### src/rtl/btn_debounce_repeat.sv
// btn_debounce_repeat: N-channel push-button conditioner.
// Each channel synchronizes its raw pad, debounces it into a clean level,
// and emits 1-cycle press / release / long-press / auto-repeat strobes.
//
// Ports:
//   clk         in   system clock, posedge
//   reset_p     in   asynchronous active-high reset
//   btn_raw     in   [N_BTN] raw pads, async to clk
//   btn_level   out  [N_BTN] debounced level
//   btn_press   out  [N_BTN] strobe, first cycle level reads 1
//   btn_release out  [N_BTN] strobe, first cycle level reads 0
//   btn_long    out  [N_BTN] strobe LONG_CYC cycles after press
//   btn_repeat  out  [N_BTN] strobe every REPEAT_CYC cycles after long

// One channel. All outputs are registered and change on the same edge
// as the debounced level, so strobes line up with btn_level.
module btn_debounce_repeat_ch #(
  parameter int DEBOUNCE_CYC = 1_000_000,  // must be >= 2
  parameter int LONG_CYC     = 100_000_000,
  parameter int REPEAT_CYC   = 20_000_000
) (
  input  logic clk,
  input  logic reset_p,
  input  logic raw,
  output logic lvl_o,
  output logic press_o,
  output logic rel_o,
  output logic long_o,
  output logic rpt_o
);
  localparam int DB_W = $clog2(DEBOUNCE_CYC + 1);
  localparam int H_W  = $clog2(LONG_CYC + 1);
  localparam int R_W  = $clog2(REPEAT_CYC + 1);
  // Thresholds compare against the pre-increment value so the toggle/strobe
  // lands on the edge where the count would reach the threshold.
  localparam logic [DB_W-1:0] DB_LAST = DB_W'(DEBOUNCE_CYC - 1);
  localparam logic [H_W-1:0]  H_LAST  = H_W'(LONG_CYC - 1);
  localparam logic [R_W-1:0]  R_LAST  = R_W'(REPEAT_CYC - 1);

  typedef enum logic [1:0] {IDLE, HELD, LONG} state_e;

  logic            meta_q, sync_q;
  logic [DB_W-1:0] db_cnt_q, db_cnt_d;
  logic [H_W-1:0]  hold_cnt_q, hold_cnt_d;
  logic [R_W-1:0]  rep_cnt_q, rep_cnt_d;
  state_e          state_q, state_d;
  logic            lvl_q, lvl_d, press_q, press_d, rel_q, rel_d;
  logic            long_q, long_d, rpt_q, rpt_d;
  logic            rise, fall;

  always_ff @(posedge clk or posedge reset_p) begin
    if (reset_p) begin
      meta_q     <= 1'b0;
      sync_q     <= 1'b0;
      db_cnt_q   <= '0;
      hold_cnt_q <= '0;
      rep_cnt_q  <= '0;
      state_q    <= IDLE;
      lvl_q      <= 1'b0;
      press_q    <= 1'b0;
      rel_q      <= 1'b0;
      long_q     <= 1'b0;
      rpt_q      <= 1'b0;
    end else begin
      meta_q     <= raw;
      sync_q     <= meta_q;
      db_cnt_q   <= db_cnt_d;
      hold_cnt_q <= hold_cnt_d;
      rep_cnt_q  <= rep_cnt_d;
      state_q    <= state_d;
      lvl_q      <= lvl_d;
      press_q    <= press_d;
      rel_q      <= rel_d;
      long_q     <= long_d;
      rpt_q      <= rpt_d;
    end
  end

  always_comb begin
    db_cnt_d   = '0;
    lvl_d      = lvl_q;
    hold_cnt_d = hold_cnt_q;
    rep_cnt_d  = rep_cnt_q;
    state_d    = state_q;
    long_d     = 1'b0;
    rpt_d      = 1'b0;

    // Any disagreement run shorter than the window is discarded.
    if (sync_q != lvl_q) begin
      if (db_cnt_q == DB_LAST) lvl_d = ~lvl_q;
      else                     db_cnt_d = db_cnt_q + 1'b1;
    end

    rise    = lvl_d & ~lvl_q;
    fall    = ~lvl_d & lvl_q;
    press_d = rise;
    rel_d   = fall;

    unique case (state_q)
      IDLE: if (rise) begin
        state_d    = HELD;
        hold_cnt_d = '0;
      end
      HELD: begin
        hold_cnt_d = hold_cnt_q + 1'b1;
        if (hold_cnt_q == H_LAST) begin
          long_d    = 1'b1;
          state_d   = LONG;
          rep_cnt_d = '0;
        end
      end
      LONG: begin
        if (rep_cnt_q == R_LAST) begin
          rpt_d     = 1'b1;
          rep_cnt_d = '0;
        end else begin
          rep_cnt_d = rep_cnt_q + 1'b1;
        end
      end
      default: state_d = IDLE;
    endcase

    // Release wins over a long/repeat threshold hit on the same edge.
    if (fall) begin
      state_d    = IDLE;
      hold_cnt_d = '0;
      rep_cnt_d  = '0;
      long_d     = 1'b0;
      rpt_d      = 1'b0;
    end
  end

  assign lvl_o   = lvl_q;
  assign press_o = press_q;
  assign rel_o   = rel_q;
  assign long_o  = long_q;
  assign rpt_o   = rpt_q;
endmodule

module btn_debounce_repeat #(
  parameter int N_BTN        = 4,
  parameter int DEBOUNCE_CYC = 1_000_000,
  parameter int LONG_CYC     = 100_000_000,
  parameter int REPEAT_CYC   = 20_000_000
) (
  input  logic             clk,
  input  logic             reset_p,
  input  logic [N_BTN-1:0] btn_raw,
  output logic [N_BTN-1:0] btn_level,
  output logic [N_BTN-1:0] btn_press,
  output logic [N_BTN-1:0] btn_release,
  output logic [N_BTN-1:0] btn_long,
  output logic [N_BTN-1:0] btn_repeat
);
  for (genvar g = 0; g < N_BTN; g++) begin : g_ch
    btn_debounce_repeat_ch #(
      .DEBOUNCE_CYC(DEBOUNCE_CYC),
      .LONG_CYC    (LONG_CYC),
      .REPEAT_CYC  (REPEAT_CYC)
    ) u_ch (
      .clk    (clk),
      .reset_p(reset_p),
      .raw    (btn_raw[g]),
      .lvl_o  (btn_level[g]),
      .press_o(btn_press[g]),
      .rel_o  (btn_release[g]),
      .long_o (btn_long[g]),
      .rpt_o  (btn_repeat[g])
    );
  end
endmodule
### config.mk
export PLATFORM = sky130hd
export DESIGN_NAME = btn_debounce_repeat
export DESIGN_NICKNAME = d
export VERILOG_FILES = /design/src/rtl/btn_debounce_repeat.sv
export SDC_FILE = /design/constraint.sdc
export NUM_CORES = 1
export LEC_CHECK = 0
export BUFFER_PORTS_ARGS = -buffer_cell sky130_fd_sc_hd__clkbuf_2
export CORE_ASPECT_RATIO = 1.5
export CORE_MARGIN = 4
export CORE_UTILIZATION = 45
export DETAILED_ROUTE_END_ITERATION = 12
export GPL_ROUTABILITY_DRIVEN = 0
export MAX_ROUTING_LAYER = met4
export SLEW_MARGIN = 15
export SYNTH_ARGS = -nofsm -noshare
export SYNTH_HDL_FRONTEND = slang
export SYNTH_SLANG_ARGS = --single-unit
### constraint.sdc
create_clock -name clk -period 16.92 [get_ports clk]
set_clock_uncertainty 0.15 [all_clocks]
set_input_delay 1.692 -clock clk [delete_from_list [all_inputs] [get_ports clk]]
set_output_delay 1.692 -clock clk [all_outputs]
set_load 0.05 [all_outputs]
==> results.tsv <==
stage	metric	value	unit
synthesis	synth_top_area_share	44.7	%
worst_setup_path	crit_family	simple AND/OR/NAND/NOR gates	
timing	slew_headroom	26.8	%
drt	drt_wl_total	43.3	mm
worst_setup_path	crit_buf_inv	0	
synthesis	postSynthCellCount	1984	
timing	finalCritPeriodShare	19.2	%
die	die_area	43700	um^2
worst_hold_path	hp-class	flop to flop	
drt	drc	0	
die	start_util	45.8	%
layout	mostFrequentLayoutCell	dfrtp_1	
die	placementRows	89	
power_and_ir_drop	powerDensity	81.7	nW/um^2
timing	rsz0062_at_grt	no	
clock_tree	cts_buffers	36	
timing	clock.fmax	308	MHz
die	io_pins	26	
worst_setup_path	cp_max_fo	16	
drt	vias	15200	
timing	layout_min_cycle_time	3250	ps
placed_design	dp_slack	13110	ps
worst_setup_path	cp.arrival	3570	ps
global_route	grt_pass1_wl	73.7	mm
timing	tightest_slew	1090	ps
worst_setup_path	required	17240	ps
clock_tree	tritoncts	built	
die	fp.dieW	172	um
synthesis	async_flop_share	100	%
global_route	grt_pass1_vias	15100	
synthesis	synth_edf_count	0	
worst_setup_path	critPathSlowestCell	a31oi_1	
die	die-height	254	um
worst_setup_path	end_kind	flop	
clock_tree	post_cts_resized	0	
drt	ant_nets	0	
synthesis	ys_top_cells_by_area	dfrtp_1 45%, nand3_1 4.5%, nor2_1 3.7%	
global_route	grt_max_degree	141	
clock_tree	hold_buffers	0	
drt	via_per_inst	6.15	
synthesis	syn_nets	2002	
drt	wire_per_inst	17.5	um
run	drv_cap	0	
worst_setup_path	critPathLaunchType	flop	
placed_design	portBuffers	25	
worst_setup_path	cp_slowest_stage_delay	880	ps
power_and_ir_drop	p_leak	8.33	nW
timing	hold_violations	0	
timing	hold-worst-slack	203	ps
synthesis	syn-cell-area	18200	um^2
clock_tree	path_clk_slew	60	ps
clock_tree	cts.sinks	324	
timing	setup_tns	0	ps
global_route	grt-ovfl-total	0	
layout	final_cell_mix	324 x dfrtp_1, 179 x nor2_1, 164 x nand3_1	
global_route	antenna_found_initial	1	
timing	setup_violations	0	
synthesis	yosys.cell_types.count	79	
layout	drive_above_1_share	7.38	%
worst_setup_path	path_cells	ha_1, and2_1, and4_1, a31oi_1, nor2b_2, a211o_1	
layout	area_delta_synth_final	8.48	%
outcome	outcome	complete, no violations	
timing	setup_ws	13670	ps
synthesis	ys_seq_elements	324	
synthesis	yosys.area.top_type	dfrtp_1	
drt	dr.pass1.iters	6	
layout	fin_nets	1969	
clock_tree	htreeDepth	2	
clock_tree	cts_root_buf	clkbuf_16	
synthesis	ys_seq_area_share	44.7	%
worst_setup_path	critPathKind	flop to flop	
clock_tree	cts_setup_buffers	0	
clock_tree	clockBufferDepth	3	
timing	drv_slew	0	
synthesis	avgSynthCellArea	9.15	um^2
drt	drt-initial-drc-count	1183	
synthesis	yosysWarnings	0	
placed_design	hpwlAfterDp	28.7	mm
power_and_ir_drop	ir_drop	0.0652	mV
global_route	grt.total_usage	20.3	%
die	fp.coreArea	39600	um^2
clock_tree	clk_latency	520	ps
synthesis	synth_ff_type	dfrtp_1	
-- cell type report --
| type | count | area (um^2) |
|---|---|---|
| inverter | 47 | 184 |
| antenna | 1 | 2.50 |
| tap | 500 | 626 |
| fill | 3693 | 19900 |
| timing repair buffer | 43 | 260 |
| clock buffer | 46 | 990 |
| multi-input combinational | 1499 | 9330 |
| sequential | 324 | 8110 |
| clock inverter | 18 | 203 |
-- where the power goes --
part,switching [mW],internal (mW)
sequential,0.00345,0.778
clock,0.327,0.476
combinational,0.0213,0.00409
total,0.351,1.26
-- flip-flops by register name, summed over array words and instances, names as in the netlist --
signal / cells
g_ch.u_ch.hold_cnt_q: 108
g_ch.u_ch.rpt_o: 4
g_ch.u_ch.meta_q: 4
g_ch.u_ch.state_q: 8
g_ch.u_ch.long_o: 4
g_ch.u_ch.press_o: 4
g_ch.u_ch.sync_q: 4
g_ch.u_ch.db_cnt_q: 80
g_ch.u_ch.lvl_o: 4
g_ch.u_ch.rep_cnt_q: 100
g_ch.u_ch.rel_o: 4
-- logic make-up after synthesis --
group,synth area share (%)
adders and majority gates,0.827
AOI/OAI and AO/OA,14.7
and+or+nand+nor,30.3
buffers and inverters,4.00
xor gates and xnor gates,4.49
DFF,44.7
muxes,0.951
-- Yosys cell counts (23+ instances only) --
cell        n
xnor2_1    58
nand3_1   164
nor3_1     76
or3_1      40
o21ai_0    72
nor2_1    179
a22o_1     32
clkbuf_1   71
and3_1     51
xor2_1     35
or4_1      40
dfrtp_1   324
a31oi_1    34
a211o_1    25
nor4b_1    23
nor4_1     36
a21oi_1    54
nand2_1   149
a21o_1     28
inv_1      46
nand4_1    96
o211ai_1   27
and4_1     48
-- path summary, 6_finish.rpt --
| path | startpoint | to | slack [ps] | cells past startpoint |
|---|---|---|---|---|
| setup / recovery | g_ch[2].u_ch.db_cnt_q[0] | g_ch[2].u_ch.hold_cnt_q[17] | 13670 | 6 |
| hold / removal | g_ch[0].u_ch.meta_q | g_ch[0].u_ch.sync_q | 200 | 0 |
| setup reg to reg | g_ch[2].u_ch.db_cnt_q[0] | g_ch[2].u_ch.hold_cnt_q[17] | 13670 | 6 |
| hold reg to reg | g_ch[0].u_ch.meta_q | g_ch[0].u_ch.sync_q | 200 | 0 |
| max in group asynchronous | reset_p | g_ch[1].u_ch.db_cnt_q[13] | 13780 | 3 |
| min in group asynchronous | reset_p | g_ch[0].u_ch.db_cnt_q[4] | 1250 | 2 |
-- worst reg2reg max path, cell delays in order, from the launching register on --
cell	delay (ps)
dfrtp_1	420
ha_1	300
and2_1	200
and4_1	260
a31oi_1	880
nor2b_2	750
a211o_1	230
-- through the flow --
step	total power, mW	std cells	util (%)	cell area (um^2)
floorplan	0.814	1984	-	18200
global placement	0.823	2413	46.7	18500
detailed placement	0.823	2413	46.7	18500
CTS	1.63	2477	49.7	19700
global route	1.67	2478	49.7	19700
finish	1.61	2478	49.7	19700
-- layer usage --
layer / part of all wire (%) / up-vias / track usage [%]
met5: 0 / - / -
met1: 44 / 7519 / 24.8
met3: 3.2 / 70 / 2.44
met2: 51 / 290 / 35.3
li1: - / 7366 / -
met4: 2.1 / 0 / 5.89
Power figures use the tool's default switching activity.
